`src/rtl/tune_seq_pkg.sv`:
```
// Shared types and song-entry field layout for the tune sequencer.
// An entry is packed as {end, octave, note, dur} with dur in the LSBs.
package tune_seq_pkg;

  typedef enum logic [1:0] {
    S_IDLE  = 2'd0,
    S_FETCH = 2'd1,
    S_WAIT  = 2'd2,
    S_PLAY  = 2'd3
  } state_t;

  localparam int NOTE_REST = 0;

  function automatic int entry_w(input int oct_w, input int note_w, input int dur_w);
    return 1 + oct_w + note_w + dur_w;
  endfunction

  function automatic int note_lsb(input int dur_w);
    return dur_w;
  endfunction

  function automatic int oct_lsb(input int note_w, input int dur_w);
    return dur_w + note_w;
  endfunction

  function automatic int end_bit(input int oct_w, input int note_w, input int dur_w);
    return dur_w + note_w + oct_w;
  endfunction

endpackage

```
`src/rtl/tune_tick_gen.sv`:
```
// Loadable clock divider: counts 0..div-1 while enabled and flags the terminal
// count as a one-cycle tick. A divisor of 0 is stored as 1 (tick every clock).
module tune_tick_gen (
  input  logic        clk,
  input  logic        rstn,
  input  logic        load,
  input  logic [15:0] div,
  input  logic        clear,
  input  logic        en,
  output logic        tick
);

  logic [15:0] div_q;
  logic [15:0] cnt;

  assign tick = en && (cnt == div_q - 16'd1);

  always_ff @(posedge clk or negedge rstn) begin
    if (!rstn) begin
      div_q <= 16'd1;
      cnt   <= '0;
    end else begin
      if (load) div_q <= (div == 16'd0) ? 16'd1 : div;
      if (load || clear) cnt <= '0;
      else if (en)       cnt <= tick ? 16'd0 : cnt + 16'd1;
    end
  end

endmodule

```
`src/rtl/tune_sequencer.sv`:
```
// Plays note events from a synchronous song memory and drives octave/note codes
// to a tone generator. Optional TUNE_SEQ_LOOP_EN adds a loop input that restarts the tune.
module tune_sequencer
  import tune_seq_pkg::*;
#(
  parameter int ADDR_W    = 6,
  parameter int OCT_W     = 4,
  parameter int NOTE_W    = 4,
  parameter int DUR_W     = 6,
  parameter int GAP_TICKS = 1
) (
  input  logic                                      clk,
  input  logic                                      rstn,
  input  logic                                      start,
  input  logic                                      stop,
  input  logic [15:0]                               tick_div,
`ifdef TUNE_SEQ_LOOP_EN
  input  logic                                      loop,
`endif
  output logic                                      mem_en,
  output logic [ADDR_W-1:0]                         mem_addr,
  input  logic [entry_w(OCT_W, NOTE_W, DUR_W)-1:0]  mem_rdata,
  output logic [OCT_W-1:0]                          octave,
  output logic [NOTE_W-1:0]                         note,
  output logic                                      busy,
  output logic                                      done,
  output state_t                                    dbg_state
);

  localparam int NOTE_LSB = note_lsb(DUR_W);
  localparam int OCT_LSB  = oct_lsb(NOTE_W, DUR_W);
  localparam int END_BIT  = end_bit(OCT_W, NOTE_W, DUR_W);

  localparam logic [DUR_W-1:0]  GAP_D = DUR_W'(GAP_TICKS);
  localparam logic [ADDR_W-1:0] LAST  = '1;
  localparam logic [NOTE_W-1:0] REST  = NOTE_W'(NOTE_REST);

  state_t              state;
  logic [ADDR_W-1:0]   ptr;
  logic [DUR_W-1:0]    remaining;
  logic [DUR_W-1:0]    dur_lat;
  logic                tick;
  logic                accept;
  logic                loop_req;

  logic                rd_end;
  logic [OCT_W-1:0]    rd_oct;
  logic [NOTE_W-1:0]   rd_note;
  logic [DUR_W-1:0]    rd_dur;
  logic [DUR_W-1:0]    rd_dur_eff;
  logic [ADDR_W-1:0]   ptr_nxt;

  assign rd_end     = mem_rdata[END_BIT];
  assign rd_oct     = mem_rdata[OCT_LSB +: OCT_W];
  assign rd_note    = mem_rdata[NOTE_LSB +: NOTE_W];
  assign rd_dur     = mem_rdata[DUR_W-1:0];
  assign rd_dur_eff = (rd_dur == '0) ? DUR_W'(1) : rd_dur;
  // Wraps to 0 at the last address, which is exactly what looping needs.
  assign ptr_nxt    = ptr + ADDR_W'(1);
  assign accept     = (state == S_IDLE) && start && !stop;
  assign dbg_state  = state;

`ifdef TUNE_SEQ_LOOP_EN
  assign loop_req = loop;
`else
  assign loop_req = 1'b0;
`endif

  tune_tick_gen u_tick (
    .clk   (clk),
    .rstn  (rstn),
    .load  (accept),
    .div   (tick_div),
    .clear (state == S_WAIT),
    .en    (state == S_PLAY),
    .tick  (tick)
  );

  always_ff @(posedge clk or negedge rstn) begin
    if (!rstn) begin
      state     <= S_IDLE;
      ptr       <= '0;
      remaining <= '0;
      dur_lat   <= '0;
      mem_en    <= 1'b0;
      mem_addr  <= '0;
      octave    <= '0;
      note      <= REST;
      busy      <= 1'b0;
      done      <= 1'b0;
    end else begin
      done <= 1'b0;
      if (stop && state != S_IDLE) begin
        // Abort: silent and idle next cycle, no completion pulse.
        state     <= S_IDLE;
        ptr       <= '0;
        remaining <= '0;
        mem_en    <= 1'b0;
        mem_addr  <= '0;
        octave    <= '0;
        note      <= REST;
        busy      <= 1'b0;
      end else begin
        case (state)
          S_IDLE: begin
            if (accept) begin
              state    <= S_FETCH;
              ptr      <= '0;
              mem_en   <= 1'b1;
              mem_addr <= '0;
              busy     <= 1'b1;
            end
          end
          S_FETCH: begin
            mem_en <= 1'b0;
            state  <= S_WAIT;
          end
          S_WAIT: begin
            if (rd_end) begin
              octave <= '0;
              note   <= REST;
              if (loop_req) begin
                ptr      <= '0;
                mem_en   <= 1'b1;
                mem_addr <= '0;
                state    <= S_FETCH;
              end else begin
                state <= S_IDLE;
                busy  <= 1'b0;
                done  <= 1'b1;
              end
            end else begin
              octave    <= rd_oct;
              note      <= rd_note;
              remaining <= rd_dur_eff;
              dur_lat   <= rd_dur_eff;
              state     <= S_PLAY;
            end
          end
          S_PLAY: begin
            if (tick) begin
              remaining <= remaining - DUR_W'(1);
              if (remaining == DUR_W'(1)) begin
                octave <= '0;
                note   <= REST;
                if (ptr == LAST && !loop_req) begin
                  state <= S_IDLE;
                  busy  <= 1'b0;
                  done  <= 1'b1;
                end else begin
                  ptr      <= ptr_nxt;
                  mem_en   <= 1'b1;
                  mem_addr <= ptr_nxt;
                  state    <= S_FETCH;
                end
              end else if ((remaining - DUR_W'(1)) <= GAP_D && dur_lat > GAP_D) begin
                // Articulation gap: the last GAP_TICKS ticks of a long note are silent.
                octave <= '0;
                note   <= REST;
              end
            end
          end
          default: state <= S_IDLE;
        endcase
      end
    end
  end

endmodule

```
`config.mk`:
```
export PLATFORM = sky130hd
export DESIGN_NAME = tune_sequencer
export DESIGN_NICKNAME = d
export VERILOG_FILES = /design/src/rtl/tune_seq_pkg.sv /design/src/rtl/tune_tick_gen.sv /design/src/rtl/tune_sequencer.sv
export SDC_FILE = /design/constraint.sdc
export NUM_CORES = 1
export LEC_CHECK = 0
export BUFFER_PORTS_ARGS = -buffer_cell sky130_fd_sc_hd__buf_2
export CELL_PAD_IN_SITES_DETAIL_PLACEMENT = 0
export CELL_PAD_IN_SITES_GLOBAL_PLACEMENT = 1
export CORE_UTILIZATION = 40
export CTS_CLUSTER_DIAMETER = 40
export DETAILED_ROUTE_END_ITERATION = 8
export PLACE_DENSITY_LB_ADDON = 0.1
export SYNTH_ARGS = -nofsm -noshare
export SYNTH_HDL_FRONTEND = slang
export SYNTH_SLANG_ARGS = --single-unit
```
`constraint.sdc`:
```
create_clock -name clk -period 7.6 [get_ports clk]
set_input_delay 1.14 -clock clk [delete_from_list [all_inputs] [get_ports clk]]
set_output_delay 1.14 -clock clk [all_outputs]
set_load 0.05 [all_outputs]
```
Word level (Yosys, flattened, before mapping)
Cells that the tools add are included.
- flip-flop bits (word level): 63
- input port bits: 35
- output and inout port bits: 19
- logic and storage cells: 105
- reductions and logical operators: 22
- $add $sub $neg: 4
- equal/unequal tests: 15
- bitwise logic cells: 2
- mux-type cells: 49
- order comparisons: 2
- operator list (cell ; number):
    $mux 16 ; 4
    $mux 6 ; 9
    $mux 4 ; 7
    $pmux 6 s2 ; 2
    $ne 3x3->1 const B ; 6
    $add 16x1->16 const B ; 1
    $eq 16x16->1 ; 1
    $logic_not 16->1 ; 1
    $mux 1 ; 16
    $pmux 4 s2 ; 2
    $sub 16x1->16 const B ; 1
    $reduce_and 3->1 ; 4
    $mux 2 ; 5
    $reduce_and 5->1 ; 2
    $pmux 2 s4 ; 1
    $add 6x1->6 const B ; 1
    $eq 6x1->1 const B ; 1
    $eq 6x6->1 const B ; 1
    $gt 6x1->1 const B ; 1
    $le 6x1->1 const B ; 1
    $logic_not 6->1 ; 1
    $pmux 1 s3 ; 2
    $reduce_and 6->1 ; 1
    $reduce_bool 3->1 ; 2
    other kinds (14) ; 21

Depth between registers and ports, before layout
- depth in word-level cells: 8
- depth in mapped cells: 11
- depth with buffers taken out: 9

Cells and area by module
Synthesis repeated with hierarchy kept, for this count alone.
- cell total of the unflattened synthesis: 390
- area, all modules: 3817.4 um^2
- modules (own cells, without submodules) (module ; instances ; sequential area each (um^2) ; area each (um^2) ; cells an instance):
    tune_tick_gen ; 1 ; 802.0 ; 2110.8 ; 221
    tune_sequencer ; 1 ; 750.7 ; 1706.6 ; 169

Least setup slack after synthesis
Ideal clock, no wire load.
- kind: register to register
- start point: reg u_tick.div_q[2]
- end point: reg ptr[5]
- arrival: 2800 ps
- buffers on the path: 1
- slack: 4708 ps
- setup time: 92 ps
- stages on the path, launching flop included: 9
- required time: 7508 ps
- period minus slack after synthesis: 2892 ps
- path through: dfrtp_1 -> buf_6 -> or4_4 -> or4_1 -> a21o_1 -> a211oi_2 -> nand4_1 -> or4_4 -> o31ai_2
- word-level cells in the longest chain between the ends: 5
- ends and longest elaborated chain (element ; line ; text):
    start, declared ; tune_tick_gen.sv:13 ; logic [15:0] div_q;
    start signal, assigned ; tune_tick_gen.sv:23 ; if (load) div_q <= (div == 16'd0) ? 16'd1 : div;
    $sub 16x1->16 ; tune_tick_gen.sv:16 ; assign tick = en && (cnt == div_q - 16'd1);
    $eq 16x16->1 ; tune_tick_gen.sv:16 ;
    $logic_and 1x1->1 ; tune_tick_gen.sv:16 ;
    $ne 3x3->1 (no source line) ; -- ;
    $reduce_and 5->1 (no source line) ; -- ;
    end signal, assigned ; tune_sequencer.sv:151 ; ptr <= ptr_nxt;
    end, declared ; tune_sequencer.sv:39 ; logic [ADDR_W-1:0] ptr;
No other way between the ends.
A chain may end at the register's enable or synchronous reset.

Worst setup path after layout
Same ends and word-level chain as after synthesis.

==> qor.csv <==
stage;metric;value;unit
worst_setup_path;r2r_cells;8;
timing;clock_skew;9.67;ps
route;drt.antenna.violating_nets;0;
grt;grt-busiest-layer;met2;
place;dp_slack;4340;ps
timing;hold_ws;512;ps
yosys;synth_enable_flop_cells;0;
grt;gr-usage-all-layers;21.7;%
yosys;async_flop_share;100;%
run_status;status;completed;
clock_tree;cts_sinks;62;
grt;grt_pass1_wl;17000;um
clock_tree;cts_tree;yes;
timing;rsz0062_at_grt;false;
timing;fin_crit;3270;ps
min_path;hold_path_depth;1;
clock_tree;cts_max_level;3;
finish;final-instance-count-excl-fill;605;
timing;finalHoldViolations;0;
worst_setup_path;path_class;reg2reg;
power;swShare;35.3;%
run;cap_violations;0;
timing;setup_viol;0;
yosys;synth.distinct_cells;61;
power;leakage;0.00187;uW
clock_tree;root_buffer;clkbuf_8;
grt;use_met2;36.8;%
timing;max-slew-margin-rel;21.9;%
power;power_switching;385;uW
floorplan;num_io_pins;54;
yosys;synth_compound_area_share;16.3;%
floorplan;rows;35;
finish;antenna_cells;0;
worst_setup_path;cp_max_fo;40;
route;drtIter0Drc;145;
finish;multi_input_area;2140;sq um
place;dp_hpwl;7320;um
power;internal_power;707;uW
yosys;avgSynthCellArea;9.05;sq um
finish;seq_area;1550;sq um
yosys;ys_ff_latch;62;
timing;max_freq;306;MHz
power;p_comb_share;28.0;%
timing;tns;0;ps
yosys;yosysTopAreaCellShare;39.3;%
clock_tree;cts.path.max_buffers;2;
clock_tree;cts_buffers;9;
grt;grt_max_degree;63;
clock_tree;clock_latency;340;ps
yosys;syn_nets;471;
yosys;yosysSeqAreaShare;40.0;%
worst_setup_path;crit_arrival;3520;ps
yosys;muxShareOfSynthArea;8.05;%
min_path;hold_class;reg2reg;
floorplan;start_util;41.6;%
route;vias;3458;
yosys;synth_simple_gate_area_share;22.0;%
route;first_pass_iters;4;
place;placedCellCount;590;
clock_tree;hold_buffers;0;
worst_setup_path;r2r_start;u_tick.div_q[2];
route;wl_per_cell;17.0;um
floorplan;die_h;101;um
yosys;yosys_warnings;0;
grt;grt_pass1_vias;3291;
worst_setup_path;crit_chain;or4_4 > or4_1 > a21o_1 > a211oi_2 > nand4_1 > buf_4 > or4_4 > o31ai_2;
clock_tree;clk_pin_slew;70;ps
yosys;ys.flop_type;dfrtp_1;
yosys;synth_xor_area_share;6.54;%
power;powerDensity;245;nW/um^2
yosys;synth_top_family_by_area;simple AND/OR/NAND/NOR gates;
yosys;synth_area_leader_cell;dfrtp_1;
worst_setup_path;crit_slowest_cell;or4_4;
grt;use_met3;3.40;%
place;io_buffers;53;
grt;antenna_found_initial;0;
power;power_frac_seq;41.2;%
floorplan;die_w;101;um
worst_setup_path;rrSetupSlack;4330;ps
worst_setup_path;cp.required;7850;ps
yosys;netlist_instances;429;
worst_setup_path;start_kind;register;
finish;fill_cells;923;
worst_setup_path;cpPeakStageDelay;580;ps
floorplan;die_area;10100;sq um
yosys;synthTopCellsByCount;dfrtp_1 (61), nand2_1 (35), nor2_1 (26);
timing;setup_ws;4330;ps
timing;finalCritPeriodShare;43.0;%
worst_setup_path;reg2reg_to;ptr[5];
route;wirelength;10300;um
yosys;synthAdderAreaFrac;2.26;%
grt;grt_use_met1;27.9;%
yosys;synthTopCellsByArea;dfrtp_1 (39%), mux2_2 (5.2%), xnor2_1 (4.3%);
route;drc_errors;0;
clock_tree;cts_resized;0;
finish;area_growth;14.7;%
timing;tightest_slew;1170;ps
yosys;synth_most_common_cell;dfrtp_1;
finish;fin_util;47.8;%
timing;slew_violations;0;
clock_tree;post_cts_buffers;0;
power;ir_worst_vdd;0.0000979;V
min_path;min_from;dur_lat[3];
worst_setup_path;cp-end-kind;register;
worst_setup_path;cp_common_cell;or4_4;
floorplan;design.core.area;9330;sq um
finish;fin_nets;514;
route;drt-vias-per-instance;5.72;
power;clkPwrFrac;30.8;%
yosys;synth.cell_area;3880;sq um
finish;drive_gt1_share;20.8;%
grt;overflow;0;
place;gp_congestion;0.835;
min_path;min_to;dur_lat[3];
[worst max-delay path by stage]
stage / from / to
after floorplan: u_tick.div_q[2] / ptr[5]
after global placement: u_tick.div_q[2] / ptr[5]
after detailed placement: u_tick.div_q[2] / ptr[5]
after CTS: u_tick.div_q[2] / ptr[5]
after global routing: u_tick.div_q[1] / u_tick.cnt[11]
final: u_tick.div_q[2] / ptr[5]
[placed cells by master, fill, tap and decap left out, drive strengths merged, types with 12 or more instances in the layout]
cell    instances
xnor2          19
nor3           18
a21oi          13
dfrtp          61
mux2           18
buf            56
nand3          22
nor2           26
o21ai          19
nand2          35
inv            23
clkbuf         12
[registers in the layout, indices dropped and copies added (netlist names)]
name,flops
busy,1
dbg_state,2
done,1
dur_lat,5
mem_en,1
note,4
octave,4
ptr,6
remaining,6
u_tick.cnt,16
u_tick.div_q,16
[per-layer routing]
layer  vias up  wire (um)
met5         -          0
met4         0        165
met3        15        319
met2        61       5260
met1      1711       4560
li1       1671          -
[final cells by class]
class | instances | share of cell area [%]
clock buffers | 12 | 3.48
clock inverters | 3 | 1.52
inverters | 24 | 2.02
multi-input cells | 319 | 48.0
flip-flops and latches | 62 | 34.8
well taps | 129 | 3.62
repair buffers | 56 | 6.46
[cells by family (layout without fill, tap and decap cells)]
kind of cell / count (synthesis) / count (layout)
AO/OA/AOI/OAI: 91 / 91
XOR/XNOR: 29 / 29
AND/OR/NAND/NOR: 163 / 163
buffers and inverters: 48 / 95
flip-flops: 62 / 62
adder cells (fa/ha/maj): 7 / 7
multiplexers: 29 / 29
[per-stage QoR]
step                      power [uW]  area, sq um
after detailed placement         763         4230
after global routing            1150         4460
final                           1090         4460
after global placement           758         4230
after floorplan                  675         3880
after CTS                       1100         4460
[power groups by stage]
stage | clock (uW) | sequential (uW) | combinational (uW)
after floorplan | 0 | 478 | 197
after global placement | 0 | 454 | 303
after detailed placement | 0 | 456 | 307
after CTS | 345 | 450 | 308
after global routing | 356 | 460 | 338
final | 336 | 450 | 306
[worst max-delay path: cells and delay by family, from the launching register on]
family | cells | cell delay, ps
AND/OR/NAND/NOR | 4 | 1780
flip-flops | 1 | 470
AO/OA/AOI/OAI | 3 | 650
buffers and inverters | 1 | 270
Note: power is estimated with default switching activity, not from simulation.
